`config.mk`:
```
export PLATFORM = sky130hd
export DESIGN_NAME = instr_fetch
export DESIGN_NICKNAME = d
export VERILOG_FILES = /design/src/rtl/instr_fetch.sv
export SDC_FILE = /design/constraint.sdc
export NUM_CORES = 1
export LEC_CHECK = 0
export ABC_AREA = 1
export BUFFER_PORTS_ARGS = -buffer_cell sky130_fd_sc_hd__buf_2
export CORE_UTILIZATION = 45
export CTS_CLUSTER_DIAMETER = 120
export CTS_CLUSTER_SIZE = 12
export DETAILED_ROUTE_END_ITERATION = 16
export PLACE_DENSITY_LB_ADDON = 0.1
export SLEW_MARGIN = 20
export SYNTH_ARGS = -nofsm -noshare
export SYNTH_HDL_FRONTEND = slang
export SYNTH_SLANG_ARGS = --single-unit
```
`constraint.sdc`:
```
create_clock -name clk -period 3.8 [get_ports clk]
set_input_delay 0.76 -clock clk [delete_from_list [all_inputs] [get_ports clk]]
set_output_delay 0.76 -clock clk [all_outputs]
set_load 0.03 [all_outputs]
```
`src/rtl/instr_fetch.sv`:
```
// Instruction fetch stage: holds the PC, issues single-word reads to a 1R/1W memory,
// and presents each fetched word with its PC to decode over a valid/ready handshake.
module instr_fetch #(
  parameter int          MEM_DEPTH  = 8,
  parameter int          DATA_WIDTH = 32,
  parameter logic [31:0] RESET_PC   = 32'h0,
  localparam int         ADDR_WIDTH = $clog2(MEM_DEPTH)
) (
  input  logic                  clk,
  input  logic                  reset,
  input  logic                  fetch_en,
  output logic [ADDR_WIDTH-1:0] mem_addr,
  output logic                  mem_req_valid,
  output logic                  mem_we,
  input  logic [DATA_WIDTH-1:0] mem_rdata,
  input  logic                  mem_data_valid,
  input  logic                  redirect_valid,
  input  logic [31:0]           redirect_pc,
  output logic [DATA_WIDTH-1:0] instr,
  output logic [31:0]           instr_pc,
  output logic                  instr_valid,
  input  logic                  instr_ready,
  output logic                  misalign_err
);

  typedef enum logic [1:0] {
    S_IDLE,
    S_REQ,
    S_WAIT,
    S_HOLD
  } state_t;

  state_t      state;
  state_t      state_nxt;
  logic [31:0] pc;

  always_comb begin
    state_nxt = state;
    unique case (state)
      S_IDLE: if (fetch_en) state_nxt = S_REQ;
      S_REQ:  state_nxt = S_WAIT;
      S_WAIT: if (mem_data_valid) state_nxt = S_HOLD;
      S_HOLD: if (instr_ready) state_nxt = fetch_en ? S_REQ : S_IDLE;
      default: state_nxt = S_IDLE;
    endcase
    // A redirect abandons whatever is in flight and restarts from the new PC.
    if (redirect_valid) state_nxt = fetch_en ? S_REQ : S_IDLE;
  end

  always_ff @(posedge clk) begin
    if (reset) begin
      state        <= S_IDLE;
      pc           <= RESET_PC;
      instr        <= '0;
      instr_pc     <= '0;
      misalign_err <= 1'b0;
    end else begin
      state <= state_nxt;
      if (redirect_valid) begin
        pc <= {redirect_pc[31:2], 2'b00};
        if (redirect_pc[1:0] != 2'b00) misalign_err <= 1'b1;
      end else if (state == S_WAIT && mem_data_valid) begin
        instr    <= mem_rdata;
        instr_pc <= pc;
        pc       <= pc + 32'd4;
      end
    end
  end

  // Word address truncates the PC, so fetches wrap through memory every MEM_DEPTH words.
  assign mem_addr      = pc[ADDR_WIDTH+1:2];
  assign mem_req_valid = (state == S_REQ);
  assign mem_we        = 1'b0;
  assign instr_valid   = (state == S_HOLD);

endmodule

```
==> flow_summary_export.csv, run 1 <==
group,metric,value,unit
pwr,power,1.97,mW
clock_network,cts-htree-levels,3,
timing,period_share,0.596,
yosys,syn_inst,657,
routing,viasPerCell,5.00,
worst_hold_path,hp-start,"misalign_err",
setup_path,endpoint_kind,"register",
global_routing,gr-total-overflow,0,
floorplanning,die_w,103,µm
final_layout,antenna_cells,0,
routing,vias,4579,
pwr,max-vdd-ir-drop,0.000256,V
clock_network,holdBufCountCts,0,
yosys,async_reset_ff_frac,0,
timing,min_period,2.26,ns
timing,worstMarginPinSlew,0.719,ns
yosys,synthTopCellsByArea,"dfxtp_1 41%, nor2_1 12%, nand2_1 9.3%",
yosys,ys_warn_count,0,
setup_path,r2r_end,"pc[8]",
final_layout,num-nets-final,854,
place,gp_congestion,0.866,
yosys,syn_area_per_cell,6.98,µm²
timing,relSlewSlack,0.521,
floorplanning,die_area,10600,µm²
pwr,p_leak,2.73,nW
floorplanning,die_y,103,µm
setup_path,cp.required,4.08,ns
final_layout,drive_above_1_share,0.253,
timing,timing.final.max_slew_violations,0,
clock_network,cts_root_buf,"clkbuf_8",
yosys,seq_area_frac_synth,0.415,
timing,setup-violations-final,0,
clock_network,cts_made_buffers,9,
worst_hold_path,hold_depth,2,
clock_network,postCtsSetupRepairBufs,0,
setup_path,r2r_slack,1.54,ns
place,dp_hpwl,8730,µm
timing,fin_skew,0.0137,ns
final_layout,nFillCells,1015,
routing,routed_wl,12300,µm
outcome,status,"completed",
final_layout,synthToLayoutAreaGrowth,19.7,%
timing,rsz0062_at_grt,"no",
clock_network,cts_sinks,95,
setup_path,criticalPathCategory,"reg -> reg",
global_routing,grt_max_degree,76,
yosys,synth_top_area_frac,0.415,
setup_path,reg2reg_depth,11,
clock_network,clk_latency,0.37,ns
place,io_buffers,137,
yosys,synth-seq-cells,95,
routing,drc,0,
pwr,power_density,360,nW/µm²
worst_hold_path,min_to,"misalign_err",
clock_network,tritoncts,"yes",
final_layout,regArea,1900,µm²
clock_network,clkTransAtPathRegs,0.11,ns
setup_path,crit_path_start,"state[0]",
worst_hold_path,hold_path.class,"reg -> reg",
routing,drt_iter0_drc,277,
timing,setup_tns,0,ns
setup_path,path_max_fanout,35,
yosys,yosys.area.top_type,"dfxtp_1",
timing,max_freq,442,MHz
timing,final_hold_viol_count,0,
floorplanning,core_area,9820,µm²
yosys,synth_area,4580,µm²
routing,ant_nets,0,
routing,dr.pass1.iters,5,
setup_path,worstSetupStartpointType,"register",
global_routing,first_global_vias,4294,
routing,drt-wirelength-per-cell,13.5,µm
floorplanning,num_io_pins,141,
final_layout,multi_input_area,2250,µm²
setup_path,r2r_start,"state[0]",
setup_path,arrival,2.55,ns
floorplanning,rows,36,
yosys,yosys_most_used_dff,"dfxtp_1",
clock_network,cts_buffer_depth,2,
run,maxCapViolCount,0,
global_routing,grt_pass1_wl,20500,µm
yosys,synth_most_common_cell,"nor2_1",
yosys,synth_top_cells_by_count,"142 x nor2_1, 113 x nand2_1, 95 x dfxtp_1",
yosys,synth_cell_types,39,
yosys,synth_edf_count,0,
global_routing,antenna_found_initial,0,
floorplanning,start_util,0.467,
global_routing,grt_usage,0.250,
clock_network,postCtsResizedCells,0,
-- layout by cell type, fill, tap and decap left out, types with 7 or more instances in the layout --
cell | netlist | layout
dfxtp_1 | 95 | 95
buf_2 | 13 | 137
nand4_1 | 8 | 8
nand3_1 | 42 | 42
nor2_1 | 142 | 142
o21ai_0 | 66 | 66
inv_1 | 55 | 54
nor2_4 | 7 | 7
a21oi_1 | 14 | 14
a31oi_1 | 10 | 10
nand2_2 | 9 | 9
nand2_1 | 113 | 113
clkbuf_8 | 1 | 10
nor2_2 | 7 | 7
nor3_1 | 8 | 8
buf_4 | 7 | 7
-- final cells by class --
class / instances / share of cell area
clock buffer: 10 / 0.0251
multi-input combinational: 467 / 0.411
sequential: 95 / 0.347
clock inverter: 6 / 0.0105
tap: 133 / 0.0303
inverter: 61 / 0.0418
timing repair buffer: 144 / 0.135
-- worst max-delay path, cell delays in order, from the launching register on --
cell and delay, ns:
dfxtp_1 0.41, inv_1 0.12, ha_1 0.23, nand2_2 0.17, nor2_4 0.05, inv_2 0.48, buf_4 0.35, nor2_1 0.08
nand2_1 0.06, nand3_1 0.07, nand2_1 0.08, inv_1 0.04
-- registers in the layout (all words and copies together), names as in the netlist --
signal,flops
misalign_err,1
pc,30
instr_pc,30
instr,32
state,2
-- worst max path at each step --
stage	slack (ns)	cells after the start	to
after global routing	1.27	11	pc[8]
after global placement	1.39	9	pc[8]
final	1.54	11	pc[8]
after floorplan	2.18	6	instr[10]
after detailed placement	1.34	9	pc[8]
after CTS	1.55	11	pc[8]
-- cells by family (layout without fill, tap and decap cells) --
family	Yosys count	after routing	share of synthesized area
fa+ha+maj	6	6	0.0164
simple gates	348	348	0.337
xor+xnor	3	3	0.00573
flops	95	95	0.415
compound gates	107	107	0.130
other cells	1	3	0.000818
buf+inv	97	221	0.0950
-- per-layer routing --
metal	vias up	global-route usage	part of all wire
met5	-	0	0
met4	0	0.0661	0.011
met3	11	0.0624	0.067
met2	138	0.401	0.46
met1	2094	0.334	0.46
li1	2336	-	-
-- power breakdown --
part	leakage [nW]	total, mW	switching, mW	internal (mW)
sequential	0.773	1.07	0.0376	1.03
clock	0.101	0.669	0.396	0.273
combinational	1.86	0.234	0.151	0.0838
-- metrics by stage --
stage	instance area, µm²	util	worst slack [ns]	hold WS [ns]	instances
floorplan	4590	-	2.18	0.471	659
global placement	5290	0.539	1.39	0.445	900
detailed placement	5290	0.539	1.34	0.456	900
CTS	5480	0.558	1.55	0.471	916
global route	5480	0.558	1.27	0.502	916
finish	5480	0.558	1.54	0.465	916
Power figures use the tool's default switching activity.
==> inputs of run 2 (changes only) <==
Settings changed: ABC_AREA 1 to 0.
Clock period 3.8 ns to 2.1 ns, I/O delays scaled along.
==> run 2 against run 1 <==
Net effect:
- utilization rose by 2.3 points
- power rose by 72%
- combinational power up 47%
- non-clock buffer count rose by 24
- clock-buffer cell count unchanged
- hold slack got worse by 0.19 ns
- synthesized cell count decreased by 16%
- synthesized area decreased by 7.2%
- via count is 4.7% lower
- final area fell by 2.5%
- sequential cell count stayed put
- critical endpoint is now pc[23]
- highest routed layer unchanged
==> flow_summary_export.csv, run 2 <==
group,metric,value,unit
yosys,synthTopCellsByArea,"dfxtp_1 45%, nand2_1 13%, a21oi_1 8.2%",
timing,timing.final.max_slew_violations,0,
clock_network,cts_made_buffers,9,
yosys,synth_most_common_cell,"nand2_1",
final_layout,layout_commonest_cell,"nand2_1",
routing,vias,4366,
routing,drt-wirelength-per-cell,14.7,µm
final_layout,final_cell_area,5350,µm²
outcome,status,"completed",
setup_path,r2r_slack,0.12,ns
final_layout,antenna_cells,0,
worst_hold_path,hold_path.class,"in -> reg",
global_routing,first_global_vias,3906,
timing,rsz0062_at_grt,"no",
yosys,synth_area,4250,µm²
global_routing,grt_usage,0.235,
floorplanning,core_area,9200,µm²
setup_path,endpoint_kind,"register",
timing,min_period,1.98,ns
yosys,ys_warn_count,0,
run,maxCapViolCount,0,
yosys,synth_top_area_frac,0.447,
clock_network,tritoncts,"yes",
yosys,synth_top_cells_by_count,"143 x nand2_1, 95 x dfxtp_1, 70 x a21oi_1",
pwr,max-vdd-ir-drop,0.000299,V
floorplanning,start_util,0.462,
yosys,synth-seq-cells,95,
yosys,syn_inst,549,
floorplanning,num_io_pins,141,
final_layout,final_cell_mix,"143 x nand2_1, 138 x buf_2, 94 x dfxtp_1",
floorplanning,die_w,99.2,µm
timing,setup_tns,0,ns
global_routing,antenna_found_initial,0,
global_routing,gr-total-overflow,0,
timing,max_freq,506,MHz
floorplanning,rows,35,
clock_network,clk_latency,0.37,ns
yosys,async_reset_ff_frac,0,
final_layout,drive_above_1_share,0.279,
timing,period_share,0.941,
final_layout,synthToLayoutAreaGrowth,25.8,%
clock_network,holdBufCountCts,0,
place,gp_congestion,0.871,
yosys,synth_cell_types,44,
floorplanning,die_area,9840,µm²
pwr,p_leak,2.19,nW
routing,ant_nets,0,
clock_network,cts_buffer_depth,2,
setup_path,criticalPathCategory,"reg -> reg",
place,io_buffers,137,
clock_network,cts_sinks,95,
timing,final_hold_viol_count,0,
global_routing,grtUsageMet1,0.325,
setup_path,arrival,2.25,ns
clock_network,clkTransAtPathRegs,0.10,ns
routing,dr.pass1.iters,5,
place,post_dp_cell_area,5120,µm²
timing,worstMarginPinSlew,0.706,ns
global_routing,grt_busiest_layer,"met2",
final_layout,largestRegisters,"instr: 32 flops, instr_pc: 30 flops, pc: 30 flops",
final_layout,max_flop_register,"instr",
clock_network,cts-htree-levels,3,
yosys,yosys_most_used_dff,"dfxtp_1",
routing,drc,0,
global_routing,use_met2,0.377,
yosys,synth_edf_count,0,
timing,fin_skew,0.00924,ns
final_layout,largest_reg_flops,32,
global_routing,use_met3,0.0295,
setup_path,worstSetupStartpointType,"register",
global_routing,grt_pass1_wl,18800,µm
setup_path,cp.required,2.38,ns
floorplanning,die_y,99.2,µm
routing,viasPerCell,5.49,
yosys,seq_area_frac_synth,0.447,
pwr,power_density,635,nW/µm²
place,dp_hpwl,8300,µm
routing,routed_wl,11700,µm
timing,relSlewSlack,0.529,
yosys,yosys.area.top_type,"dfxtp_1",
routing,drt_iter0_drc,270,
final_layout,final_util,0.581,
final_layout,num-nets-final,755,
clock_network,cts_root_buf,"clkbuf_8",
global_routing,grt_max_degree,45,
yosys,syn_area_per_cell,7.74,µm²
setup_path,path_max_fanout,6,
timing,setup-violations-final,0,
-- run 2: changes by cell type after synthesis, sizes merged, moves of 11 or more --
cell	change
nand3	-28
o21ai	-63
a21oi	+55
nor2	-137
nand2	+20
inv	-42
a211oi	+11
clkbuf	+24
-- run 2: layer usage --
layer  up-vias  part of all wire  wire length (µm)
li1       2163                 -                 -
met1      2035              0.45              5300
met2       153              0.47              5490
met3        15             0.066               777
met4         0             0.012               138
met5         -                 0                 0
-- run 2: final timing paths --
check / startpoint / endpoint / cells past startpoint
worst max-delay path: pc[7] / pc[23] / 4
worst min-delay path: mem_rdata[27] / instr[27] / 3
worst max register to register: pc[7] / pc[23] / 4
worst min register to register: instr_pc[6] / instr_pc[6] / 2
-- run 2: report_power, final --
group	internal [mW]	switching [mW]	total (mW)
sequential	1.85	0.0557	1.90
combinational	0.145	0.198	0.343
clock	0.450	0.698	1.15
-- run 2: kinds of logic after synthesis --
kind of cell | count (synthesis) | share of synthesized area
and+or+nand+nor | 246 | 0.268
buffers and inverters | 70 | 0.0692
xor gates and xnor gates | 8 | 0.0165
AOI/OAI and AO/OA | 122 | 0.178
muxes | 1 | 0.00235
DFF | 95 | 0.447
adders and majority gates | 6 | 0.0177
other | 1 | 0.000882
-- run 2: critical path: stages (launching register included) --
cell	delay [ns]
dfxtp_2	0.37
nand4_1	0.13
or4_4	0.61
or4b_1	0.54
a311oi_2	0.24
-- run 2: through the flow --
step | total power [mW] | cells | setup WS [ns] | hold WS (ns)
finish | 3.40 | 795 | 0.124 | 0.275
floorplan | 2.13 | 551 | 0.120 | 0.453
global placement | 2.27 | 777 | 0.125 | 0.433
detailed placement | 2.28 | 777 | 0.0246 | 0.433
global route | 3.53 | 795 | 0.0213 | 0.272
CTS | 3.41 | 793 | 0.0269 | 0.265
-- run 2: repair_timing --
| item | 4_1_cts | 5_1_grt |
|---|---|---|
| buffers inserted | 0 | 2 |
| gates resized for setup | 0 | 7 |
| setup endpoints to repair | 0 | 12 |
| hold endpoints to repair | 0 | 0 |
-- run 2: cell type report --
class	count	area (µm²)
fill	881	3850
multi-input combinational	386	2100
sequential	95	1900
timing repair buffer	168	953
tap	111	139
clock buffer	10	128
inverter	19	71.3
clock inverter	6	52.6
